`src/rtl/cla_nibble_sequencer.sv`:
```
`default_nettype none
// ============================================================================
// Module   : cla_nibble_sequencer (with helper slice cla_4bit)
// Purpose  : Multi-cycle WIDTH-bit adder. A single 4-bit carry-lookahead
//            slice is reused once per nibble, LSB first. The carry between
//            passes is held in a register, and the result is built up one
//            nibble at a time. Valid/ready handshakes are used on both the
//            operand side and the result side.
// Options  : CLA_SEQ_FLAGS_EN - when defined, adds the registered signed
//            overflow (ovf) and zero-result (zero) outputs.
// Ports    : clk        - clock; all state changes on the rising edge
//            rst        - synchronous active-high reset
//            in_valid   - operand pair presented
//            in_ready   - operands can be accepted (IDLE only)
//            a, b, c_in - operands and carry-in, sampled on accept
//            out_valid  - result available (DONE)
//            out_ready  - consumer takes the result
//            sum, c_out - registered result and carry out of bit WIDTH-1
//            ovf, zero  - signed overflow / all-zero flags (option only)
// Revision : 1.0 - initial release
// ============================================================================

// ----------------------------------------------------------------------------
// 4-bit carry-lookahead slice. The block propagate/generate terms are left
// out because successive passes chain through the registered carry, so no
// second lookahead level ever consumes them.
// ----------------------------------------------------------------------------
module cla_4bit (
    input  logic [3:0] a,
    input  logic [3:0] b,
    input  logic       c_in,
    output logic [3:0] sum,
    output logic       c_out
);
    logic [3:0] w_p;
    logic [3:0] w_g;
    logic [4:0] w_c;

    always_comb begin
        w_p    = a ^ b;
        w_g    = a & b;
        w_c[0] = c_in;
        w_c[1] = w_g[0] | (w_p[0] & c_in);
        w_c[2] = w_g[1] | (w_p[1] & w_g[0]) | (w_p[1] & w_p[0] & c_in);
        w_c[3] = w_g[2] | (w_p[2] & w_g[1]) | (w_p[2] & w_p[1] & w_g[0])
               | (w_p[2] & w_p[1] & w_p[0] & c_in);
        w_c[4] = w_g[3] | (w_p[3] & w_g[2]) | (w_p[3] & w_p[2] & w_g[1])
               | (w_p[3] & w_p[2] & w_p[1] & w_g[0])
               | (w_p[3] & w_p[2] & w_p[1] & w_p[0] & c_in);
        sum    = w_p ^ w_c[3:0];
        c_out  = w_c[4];
    end
endmodule

module cla_nibble_sequencer #(
    parameter int WIDTH = 16
) (
    input  logic             clk,
    input  logic             rst,
    input  logic             in_valid,
    output logic             in_ready,
    input  logic [WIDTH-1:0] a,
    input  logic [WIDTH-1:0] b,
    input  logic             c_in,
    output logic             out_valid,
    input  logic             out_ready,
    output logic [WIDTH-1:0] sum,
    output logic             c_out
`ifdef CLA_SEQ_FLAGS_EN
   ,output logic             ovf,
    output logic             zero
`endif
);
    localparam int NIB   = WIDTH / 4;
    localparam int IDX_W = (NIB > 1) ? $clog2(NIB) : 1;
    localparam logic [IDX_W-1:0] LAST_IDX = IDX_W'(NIB - 1);
    localparam logic [IDX_W-1:0] IDX_ONE  = IDX_W'(1);

    typedef enum logic [1:0] {
        IDLE = 2'd0,
        RUN  = 2'd1,
        DONE = 2'd2
    } state_t;

    state_t r_state;
    state_t w_state_next;

    logic [WIDTH-1:0] r_a;
    logic [WIDTH-1:0] r_b;
    logic             r_carry;
    logic [IDX_W-1:0] r_idx;
    logic [WIDTH-1:0] r_sum;
    logic             r_c_out;

    logic             w_accept;
    logic             w_last;
    logic [3:0]       w_a_nib;
    logic [3:0]       w_b_nib;
    logic [3:0]       w_slice_sum;
    logic             w_slice_cout;

    // Nibble select: {idx,2'b00} is 4*idx without a 32-bit multiply.
    assign w_a_nib = r_a[{r_idx, 2'b00} +: 4];
    assign w_b_nib = r_b[{r_idx, 2'b00} +: 4];

    cla_4bit u_slice (
        .a     (w_a_nib),
        .b     (w_b_nib),
        .c_in  (r_carry),
        .sum   (w_slice_sum),
        .c_out (w_slice_cout)
    );

    // ------------------------------------------------------------------
    // FSM: state register
    // ------------------------------------------------------------------
    always_ff @(posedge clk) begin
        if (rst) begin
            r_state <= IDLE;
        end else begin
            r_state <= w_state_next;
        end
    end

    // ------------------------------------------------------------------
    // FSM: next state and handshake outputs (decoded from state only)
    // ------------------------------------------------------------------
    always_comb begin
        w_state_next = r_state;
        in_ready     = 1'b0;
        out_valid    = 1'b0;
        w_accept     = 1'b0;
        w_last       = 1'b0;
        case (r_state)
            IDLE: begin
                in_ready = 1'b1;
                if (in_valid) begin
                    w_accept     = 1'b1;
                    w_state_next = RUN;
                end
            end
            RUN: begin
                if (r_idx == LAST_IDX) begin
                    w_last       = 1'b1;
                    w_state_next = DONE;
                end
            end
            DONE: begin
                out_valid = 1'b1;
                if (out_ready) begin
                    w_state_next = IDLE;
                end
            end
            default: begin
                w_state_next = IDLE;
            end
        endcase
    end

    // ------------------------------------------------------------------
    // Datapath
    // ------------------------------------------------------------------
    always_ff @(posedge clk) begin
        if (rst) begin
            r_a     <= '0;
            r_b     <= '0;
            r_carry <= 1'b0;
            r_idx   <= '0;
            r_sum   <= '0;
            r_c_out <= 1'b0;
        end else if (w_accept) begin
            r_a     <= a;
            r_b     <= b;
            r_carry <= c_in;
            r_idx   <= '0;
        end else if (r_state == RUN) begin
            r_sum[{r_idx, 2'b00} +: 4] <= w_slice_sum;
            r_carry                    <= w_slice_cout;
            r_idx                      <= r_idx + IDX_ONE;
            if (w_last) begin
                r_c_out <= w_slice_cout;
            end
        end
    end

    assign sum   = r_sum;
    assign c_out = r_c_out;

`ifdef CLA_SEQ_FLAGS_EN
    logic r_ovf;
    logic r_zero;

    // Flags are formed on the DONE-entry edge. The top nibble is still on
    // the slice output at that point, so it is combined with the already
    // stored lower nibbles rather than read back from r_sum.
    always_ff @(posedge clk) begin
        if (rst) begin
            r_ovf  <= 1'b0;
            r_zero <= 1'b0;
        end else if (w_last) begin
            r_ovf  <= (r_a[WIDTH-1] == r_b[WIDTH-1]) &&
                      (w_slice_sum[3] != r_a[WIDTH-1]);
            r_zero <= (w_slice_sum == 4'd0) && (r_sum[WIDTH-5:0] == '0);
        end
    end

    assign ovf  = r_ovf;
    assign zero = r_zero;
`endif

endmodule
`default_nettype wire

```
`config.mk`:
```
export PLATFORM = sky130hd
export DESIGN_NAME = cla_nibble_sequencer
export DESIGN_NICKNAME = d
export VERILOG_FILES = /design/src/rtl/cla_nibble_sequencer.sv
export SDC_FILE = /design/constraint.sdc
export NUM_CORES = 1
export LEC_CHECK = 0
export BUFFER_PORTS_ARGS = -buffer_cell sky130_fd_sc_hd__buf_2
export CAP_MARGIN = 20
export CORE_MARGIN = 1.5
export CORE_UTILIZATION = 41
export DETAILED_ROUTE_END_ITERATION = 8
export GPL_TIMING_DRIVEN = 0
export PLACE_DENSITY = 0.66
export RECOVER_POWER = 100
export SLEW_MARGIN = 10
export SYNTH_ARGS = -nofsm -noshare
export SYNTH_HDL_FRONTEND = slang
export SYNTH_HIERARCHICAL = 1
export SYNTH_SLANG_ARGS = --single-unit
export TNS_END_PERCENT = 30
```
`constraint.sdc`:
```
create_clock -name clk -period 2.6 [get_ports clk]
set_input_delay 0.39 -clock clk [delete_from_list [all_inputs] [get_ports clk]]
set_output_delay 0.39 -clock clk [all_outputs]
set_load 0.02 [all_outputs]
```
Yosys cells after proc, flatten, opt, wreduce, memory -nomap -nowiden
Cells that the tools add are included.
Storage, ports and cells
  register bits after elaboration: 54
  output and inout bits: 19
  logic and storage cells: 68
Cells by class
  add/subtract/negate cells: 2
  equal/unequal tests: 6
  shift operators: 4
  mux-type cells: 13
  bitwise operators: 30
  reduce and logical (&&, ||, !) cells: 6
Operators with widths (count)
  $shiftx 16x5->4: 2
  $and 1x1->1: 16
  $bwmux 16: 1
  $shift 4x6->16 const A: 1
  $shiftx 4x6->16: 1
  $or 1x1->1: 10
  $mux 1: 8
  $xor 4x4->4: 2
  $mux 2: 3
  $ne 2x2->1 const B: 3
  $neg 4->6: 1
  $pmux 2 s3: 1
  $reduce_and 3->1: 2
  $and 4x4->4: 1
  $eq 2x2->1 const B: 2
  $add 2x1->2 const B: 1
  $eq 2x1->1 const B: 1
  $logic_not 2->1: 1
  $reduce_and 2->1: 1
  $reduce_bool 2->1: 1
  $reduce_or 2->1: 1
  $not 1->1: 1

Longest topological paths before layout
Gate-level depths: netlist of the first run.
  depth after elaboration: 9
  depth in mapped cells: 10
  depth with buffers taken out: 8

Cells and area by module
Netlist of the first run, hierarchy kept.
By module, submodules not included
  cla_nibble_sequencer: times used 1, cells an instance 257, area an instance 2298.5 um2
  cla_4bit: times used 1, cells an instance 17, area an instance 147.6 um2

Worst setup path after synthesis of the first run
No wires, ideal clock.
  path type: flip-flop to flip-flop
  start: register r_idx[0]
  end: register r_sum[15], in the netlist sum[15]
  arrival: 2.541 ns
  data required time: 2.541 ns
  setup slack: 0.000 ns
  cell stages (with the launch flop): 11
  path buffers: 2
  cell sequence: dfxtp_1 buf_4 buf_6 mux4_2 ha_1 a21o_1 a31o_1 xor2_1 nor4bb_1 nand3_1 nand2_1
Between the ends
  word-level cells in the longest chain between the ends: 9
  elaborated cells between the ends (all ways): 24
  those cells by class: 1 x add/sub; 4 x shift; 1 x mux; 18 x bitwise
RTL lines
  start, declared: line 91  | logic [IDX_W-1:0] r_idx;
  start signal, assigned: line 179  | r_idx <= r_idx + IDX_ONE;
  $shiftx 16x5->4 (*): line 103  | assign w_a_nib = r_a[{r_idx, 2'b00} +: 4];
  named net w_a_nib[2]: line 97  | logic [3:0] w_a_nib;
  $xor 4x4->4: line 40  | w_p = a ^ b;
  $and 1x1->1, on equally long branches: line 45, 46
  $or 1x1->1, or another cell as far along: line 45  | w_c[3] = w_g[2] | (w_p[2] & w_g[1]) | (w_p[2] & w_p[1] & w_g[0])
  $or 1x1->1 or $and 1x1->1 (tied branches): line 45, 46
  $or 1x1->1 (*): line 46  | | (w_p[2] & w_p[1] & w_p[0] & c_in);
  $xor 4x4->4 (*): line 50  | sum = w_p ^ w_c[3:0];
  named net w_slice_sum[3]: line 99  | logic [3:0] w_slice_sum;
  $shiftx 4x6->16 (*): line 177  | r_sum[{r_idx, 2'b00} +: 4] <= w_slice_sum;
  $bwmux 16 (*): line 177
  end signal, assigned by index: line 177
  end, declared: line 92  | logic [WIDTH-1:0] r_sum;
Mark *: on every way through the listed nets, which the timed path passes. The rest lies on a longest branch.
A chain may end at the register's enable or synchronous reset.

Final worst setup path of the first run
  start: register r_idx[0]
  end: register r_sum[15], in the netlist sum[15]
Between the ends
  elaborated cells between the ends (all ways): 24
  those cells by class: 1 x add/sub; 4 x shift; 1 x mux; 18 x bitwise
RTL lines (line)
  $shiftx 16x5->4 (*): 103
  named net w_a_nib[0]: 97
  $and 4x4->4 or $xor 4x4->4 (tied branches): 41, 40
  $and 1x1->1, on equally long branches: 45, 46
  $or 1x1->1 or $and 1x1->1 (tied branches): 45, 46
  $or 1x1->1 (*): 46
  $xor 4x4->4 (*): 50
  named net w_slice_sum[3]: 99
  $shiftx 4x6->16 (*): 177
  $bwmux 16 (*): 177
Marked as above.

==> metrics.md, run 1 <==
| Metric | Value |
|---|---|
| Outcome | `finished clean` |
| GR Util met2 | `0.300` |
| Average cell area after synthesis | `around 9 µm²` |
| Num CTS Buffers | `5` |
| Max_slew headroom | `0.426` |
| Final Max Tran Viols | `0` |
| Core ar. | `around 5600 µm²` |
| Pleak | `1.17 nW` |
| Register area share after synthesis | `0.442` |
| Initial antenna violation count | `0` |
| Reg2Reg Capture Point | `sum[15]` |
| Die Width | `between 80 and 90 µm` |
| PD cells | `585 nW/µm²` |
| Worst-Skew Late Latency | `roughly 0.31 ns` |
| Antenna Cells | `0` |
| DP HPWL | `4.04 mm` |
| Root Buffer | `clkbuf_8` |
| Commonest non-fill, non-tap cells in the layout | `nand2_1, dfxtp_1, a21oi_1` |
| Worst EP required | `between 2 and 3 ns` |
| GRT Total Usage | `0.181` |
| Crit path cell chain | `buf_12, mux4_2, ha_1, a21o_1, a31o_1, xor2_2, nor4bb_4, nand3_1, nand2_1` |
| Distinct cells, synth | `34` |
| PnR worst setup slack | `0.127 ns` |
| Tcrit/Tclk final | `0.951` |
| Nets@finish | `a little under 400` |
| WHS | `0.308 ns` |
| Min Clock Period, post-route | `about 2.5 ns` |
| Min-Delay Endpoint | `r_b[8]` |
| Final wirelength | `approximately 5.4 mm` |
| Worst Tran Pin Value | `0.859 ns` |
| Initial DRT Pass Iterations | `4` |
| Post-route cell area | `around 2900 µm²` |
| Mapped Cells | `approximately 270` |
| Final ANT Viol Nets | `0` |
| Slowest cell on the critical path | `mux4_2` |
| Vias in the first global route | `between 1500 and 2000` |
| Post-synth EDFFs | `0` |
| VDD IR max | `approximately 0.42 mV` |
| Post-synthesis register bit count | `54` |
| R2R depth | `9` |
| Gpl congestion | `0.774` |
| Via-to-Cell Ratio | `4.91` |
| Area Overhead vs Synth | `20.1%` |
| Grt ovf | `0` |
| Crit path capture type | `flip-flop` |
| Final Total Pwr | `1.72 mW` |
| Commonest non-fill, non-tap cell in the layout | `nand2_1` |
| DRC | `0` |
| Min-Delay Path Class | `input pin to flip-flop` |
| Share of layout cells above drive strength 1 | `0.192` |
| DR vias | `a little over 2000` |
| CP startpoint kind | `flip-flop` |
| Dpl ws | `-0.457 ns` |
| Synthesized cell area | `about 2400 µm²` |
| Setup Skew | `0.00675 ns` |
| Worst Path Max Fanout | `14` |
| Rows | `27` |
| Area after DPL | `between 2000 and 3000 µm²` |
| Clock Pin Slew Worst Setup and Hold Paths | `around 0.1 ns` |
| Largest net degree at the start of global routing | `17` |
| GR peak layer | `met2` |
| CP peak stage delay | `0.53 ns` |
| Worst endpoint data arrival time | `roughly 2.7 ns` |
| Final hold vios | `0` |
| Syn Nets | `around 320` |
| Hold buffer count at cts | `0` |
| Ys async rst share | `0` |
| Hold Crit Depth | `3` |
| CTS tree | `built` |
| GR met1 Demand/Resource | `0.238` |
| Setup-failing EPs final | `0` |
| RSZ-0062 raised after global routing | `no` |
| Reg-to-reg startpoint | `r_idx[0]` |
| Crit path kind | `flip-flop to flip-flop` |
| Buffers on Ports | `between 50 and 60` |
| Grt met3 use | `0.0341` |
| Initial drt markers | `between 50 and 60` |
| Reg2reg setup slack | `about 0.13 ns` |
| Total clock sinks | `between 50 and 60` |
| Full die area | `6440 µm²` |
| Drt wl/cell | `roughly 13 µm` |
| First-pass GRT wire length | `roughly 8.9 mm` |
| # IOs | `56` |
| Clk buf depth | `2` |
| Post-synth top flop | `dfxtp_1` |
| Min-delay src | `b[8]` |
| Fmax achieved | `roughly 0.40 GHz` |
| Number of fill cells | `approximately 550` |
| CTS H-tree lvls | `2` |
| Initial core utilization | `0.434` |
| Die H | `between 80 and 90 µm` |
| Max-Cap Viols | `0` |
| Warnings from Yosys | `6` |
[metal layers]
layer	share of wire	routed length [µm]
met1	0.49	2640
met2	0.46	2480
met3	0.040	219
met4	0.012	64
met5	0	0
[through the flow]
step                      setup TNS [ns]  instances   util
after global placement            -0.961        400  0.497
after global routing                   0        411  0.521
after floorplan                        0        274      -
after detailed placement           -1.21        400  0.497
final                                  0        411  0.521
after CTS                              0        408  0.521
[cells in the mapped netlist (all sizes together) (2+ instances only)]
library cell / instances / share of area
buf: 12 / 0.036
nor3: 2 / 0.0041
nand3: 10 / 0.020
nand2b: 2 / 0.0051
and3b: 3 / 0.011
a32o: 2 / 0.0082
dfxtp: 54 / 0.44
nand2: 78 / 0.12
nand4: 2 / 0.0051
ha: 9 / 0.046
a22o: 2 / 0.0072
xnor2: 3 / 0.011
nor4bb: 2 / 0.0082
a21o: 3 / 0.0092
clkbuf: 7 / 0.011
mux2i: 2 / 0.0082
inv: 6 / 0.0092
nand3b: 5 / 0.015
mux4: 8 / 0.074
nor2: 4 / 0.0061
a21oi: 47 / 0.096
nor3b: 2 / 0.0082
[logic make-up after synthesis]
group / after synthesis / share of synthesized area
flip-flops: 54 / 0.442
buffers and inverters: 25 / 0.0558
adder cells (fa/ha/maj): 10 / 0.0542
XOR/XNOR: 4 / 0.0143
AND/OR/NAND/NOR: 115 / 0.223
AO/OA/AOI/OAI: 56 / 0.129
multiplexers: 10 / 0.0818
[worst max path at each step]
stage                     startpoint       to  slack, ns  depth (start not counted)
after floorplan             r_idx[0]  sum[15]     0.0003                         10
after global placement      r_idx[0]  sum[15]      -0.41                         10
after detailed placement    r_idx[0]  sum[15]      -0.46                         10
after CTS                   r_idx[0]  sum[15]       0.01                          9
after global routing        r_idx[0]   sum[3]      0.003                          9
final                       r_idx[0]  sum[15]       0.13                          9
[registers in the layout (all words and copies together) (netlist names)]
| register | flops |
|---|---|
| r_a | 16 |
| r_state | 2 |
| r_idx | 2 |
| r_b | 16 |
| sum | 16 |
| r_carry | 1 |
| c_out | 1 |
[layout make-up]
class / instances / area [µm²] / area share
multi-input combinational: 195 / 1260 / 0.429
timing repair buffer: 58 / 273 / 0.0929
clock buffer: 7 / 76.3 / 0.0260
clock inverter: 1 / 30.0 / 0.0102
tap: 72 / 90.1 / 0.0307
inverter: 6 / 22.5 / 0.00767
buffer: 18 / 104 / 0.0354
sequential: 54 / 1080 / 0.369
[where the power goes]
part	switching, mW	internal (mW)
sequential	0.0209	0.866
clock	0.270	0.289
combinational	0.154	0.118
[critical path, delay by kind of cell (launching register included)]
kind,cells,cell delay (ns)
mux,1,0.53
flops,1,0.38
simple gates,3,0.43
buf+inv,1,0.16
compound gates,2,0.44
xor+xnor,1,0.18
fa+ha+maj,1,0.30
[timing repair]
action	4_1_cts	5_1_grt
gates resized for setup	7	2
buffers inserted	1	3
endpoints found under the hold margin	0	0
endpoints found under the setup margin	7	4
pin swaps	2	1
No activity file was read; power rests on OpenSTA's default activity.
==> run 2, diff against run 1 <==
--- a/config.mk
+++ b/config.mk
@@ -10,7 +10,6 @@
 export CORE_MARGIN = 1.5
 export CORE_UTILIZATION = 41
 export DETAILED_ROUTE_END_ITERATION = 8
-export GPL_TIMING_DRIVEN = 0
 export PLACE_DENSITY = 0.66
 export RECOVER_POWER = 100
 export SLEW_MARGIN = 10
==> run 2 against run 1 <==
Compared with the run above:
- clock skew rose by 0.0037 ns
- die area did not move
- combinational power fell by 7%
- highest routed layer unchanged
- flip-flop and latch count did not move
- sequential power rose by 0.9%
- non-clock buffer count fell by 8
- clock-buffer cell count fell by 2
- largest power group unchanged
==> metrics.md, run 2 (same netlist as run 1, synthesis figures left out) <==
| Metric | Value |
|---|---|
| Outcome | `finished clean` |
| Area after DPL | `2800 µm² (-0.18%)` |
| Initial drt markers | `60 (+18%)` |
| Reg-to-reg startpoint | `r_idx[0]` |
| Min-Delay Path Class | `input pin to flip-flop` |
| Sequential power share | `0.527 (+0.011)` |
| CTS H-tree lvls | `2 (unchanged)` |
| Final ANT Viol Nets | `0 (unchanged)` |
| Via-to-Cell Ratio | `5.02 (+2.2%)` |
| Antenna Cells | `0 (unchanged)` |
| Setup-failing EPs final | `0 (unchanged)` |
| Max_slew headroom | `0.551 (+0.124)` |
| CP startpoint kind | `flip-flop` |
| Share of layout cells above drive strength 1 | `0.197 (+0.00523)` |
| Vias in the first global route | `1959 (+3.1%)` |
| Switching Fraction | `0.256 (-0.00359)` |
| Crit path capture type | `flip-flop` |
| Post-route cell area | `2880 µm² (-1.8%)` |
| Max-Cap Viols | `0 (unchanged)` |
| RSZ-0062 raised after global routing | `no` |
| VDD IR max | `0.365 mV (-13%)` |
| Setup Fix Bufs, Post-CTS | `0 (-1)` |
| Gpl congestion | `0.793 (+2.4%)` |
| Fmax achieved | `0.415 GHz (+2.7%)` |
| Worst-Skew Late Latency | `0.31 ns (about the same)` |
| Pleak | `1.17 nW (about the same)` |
| PD cells | `589 nW/µm² (+0.71%)` |
| Clock share of power | `0.323 (-0.002)` |
| Worst endpoint data arrival time | `2.66 ns (-0.08 ns)` |
| Worst Path Max Fanout | `8 (-6)` |
| Crit path kind | `flip-flop to flip-flop` |
| Worst Tran Pin Value | `0.674 ns (-0.185 ns)` |
| Worst EP required | `2.85 ns (about the same)` |
| GRT Total Usage | `0.174 (-0.00704)` |
| Buffers on Ports | `55 (+1.9%)` |
| Root Buffer | `clkbuf_8` |
| Clock Pin Slew Worst Setup and Hold Paths | `0.09 ns (about the same)` |
| Nets@finish | `377 (-2.1%)` |
| Commonest non-fill, non-tap cell in the layout | `nand2_1` |
| Initial antenna violation count | `0 (unchanged)` |
| WHS | `0.304 ns (-0.00383 ns)` |
| Switching power | `0.434 mW (-2.5%)` |
| Commonest non-fill, non-tap cells in the layout | `nand2_1, dfxtp_1, a21oi_1` |
| DR vias | `2017 (-0.050%)` |
| Drt wl/cell | `12.6 µm (-4.0%)` |
| Initial DRT Pass Iterations | `4 (unchanged)` |
| Final wirelength | `5.08 mm (-6.1%)` |
| Grt ovf | `0 (unchanged)` |
| DP HPWL | `3.74 mm (-7.4%)` |
| Tcrit/Tclk final | `0.926 (-0.0255)` |
| Rows | `27 (unchanged)` |
| Worst setup path startpoint | `r_idx[0]` |
| Cts repair resizes | `1 (-6)` |
| Min Clock Period, post-route | `2.41 ns (-0.0662 ns)` |
| Comb pwr share | `0.150 (-0.008)` |
| Clk buf depth | `2 (unchanged)` |
| Num CTS Buffers | `5 (unchanged)` |
| Die Width | `80.2 µm (unchanged)` |
| Number of fill cells | `577 (+4.2%)` |
| First-pass GRT wire length | `8.70 mm (-2.8%)` |
| CTS tree | `built` |
| Initial core utilization | `0.434 (unchanged)` |
| Total clock sinks | `54 (unchanged)` |
| # IOs | `56 (unchanged)` |
| Die H | `80.2 µm (unchanged)` |
| Hold buffer count at cts | `0 (unchanged)` |
| Full die area | `6440 µm² (unchanged)` |
| Area Overhead vs Synth | `17.9%` |
| Largest net degree at the start of global routing | `36 (+19)` |
| Core ar. | `5640 µm² (unchanged)` |
| Final hold vios | `0 (unchanged)` |
| Min-delay src | `a[12]` |
| Final Max Tran Viols | `0 (unchanged)` |
| DRC | `0 (unchanged)` |
| Int Power | `1.26 mW (-0.61%)` |
| Setup Skew | `0.0105 ns (+0.00374 ns)` |
run 2: power by group through the flow:
stage / clock network, mW / registers [mW] / logic, mW
floorplan: 0 / 0.903 / 0.181
global placement: 0 / 0.914 / 0.256
detailed placement: 0 / 0.914 / 0.260
CTS: 0.568 / 0.895 / 0.261
global route: 0.592 / 0.900 / 0.288
finish: 0.549 / 0.895 / 0.254
run 2: worst max-delay path, cell delays in order (launching register included):
cell	delay, ns
dfxtp_4	0.43
buf_4	0.14
mux4_2	0.49
ha_1	0.33
clkbuf_4	0.15
xnor2_1	0.20
nor4bb_1	0.41
nand3_1	0.13
nand2_1	0.08
run 2: through the flow:
step / setup TNS, ns / util / worst slack [ns] / power, mW / std cells
after floorplan: 0 / - / 0.000304 / 1.08 / 274
after global placement: 0 / 0.497 / 0.000369 / 1.17 / 395
after detailed placement: -0.128 / 0.497 / -0.0719 / 1.17 / 395
after CTS: 0 / 0.516 / 0.0440 / 1.72 / 402
after global routing: 0 / 0.511 / 0.0127 / 1.78 / 402
final: 0 / 0.511 / 0.193 / 1.70 / 402
run 2: layer usage:
layer	global-route usage	vias up	routed length [µm]
met3	0.0318	7	200
li1	-	1050	-
met2	0.287	43	2310
met1	0.225	917	2500
met5	0	-	0
met4	0.0638	0	69
run 2: final cells by class:
cell class | count | area (µm²) | share of cell area
inverters | 6 | 22.5 | 0.00781
clock inverters | 2 | 38.8 | 0.0134
flip-flops and latches | 54 | 1080 | 0.376
clock buffers | 5 | 68.8 | 0.0239
multi-input cells | 195 | 1240 | 0.431
repair buffers | 68 | 335 | 0.116
well taps | 72 | 90.1 | 0.0312
run 2: worst paths after layout:
kind / end / slack, ns / depth (start not counted)
setup / recovery: sum[13] / 0.19 / 8
hold reg to reg: sum[12] / 0.45 / 2
setup reg to reg: sum[13] / 0.19 / 8
hold / removal: r_a[12] / 0.30 / 3
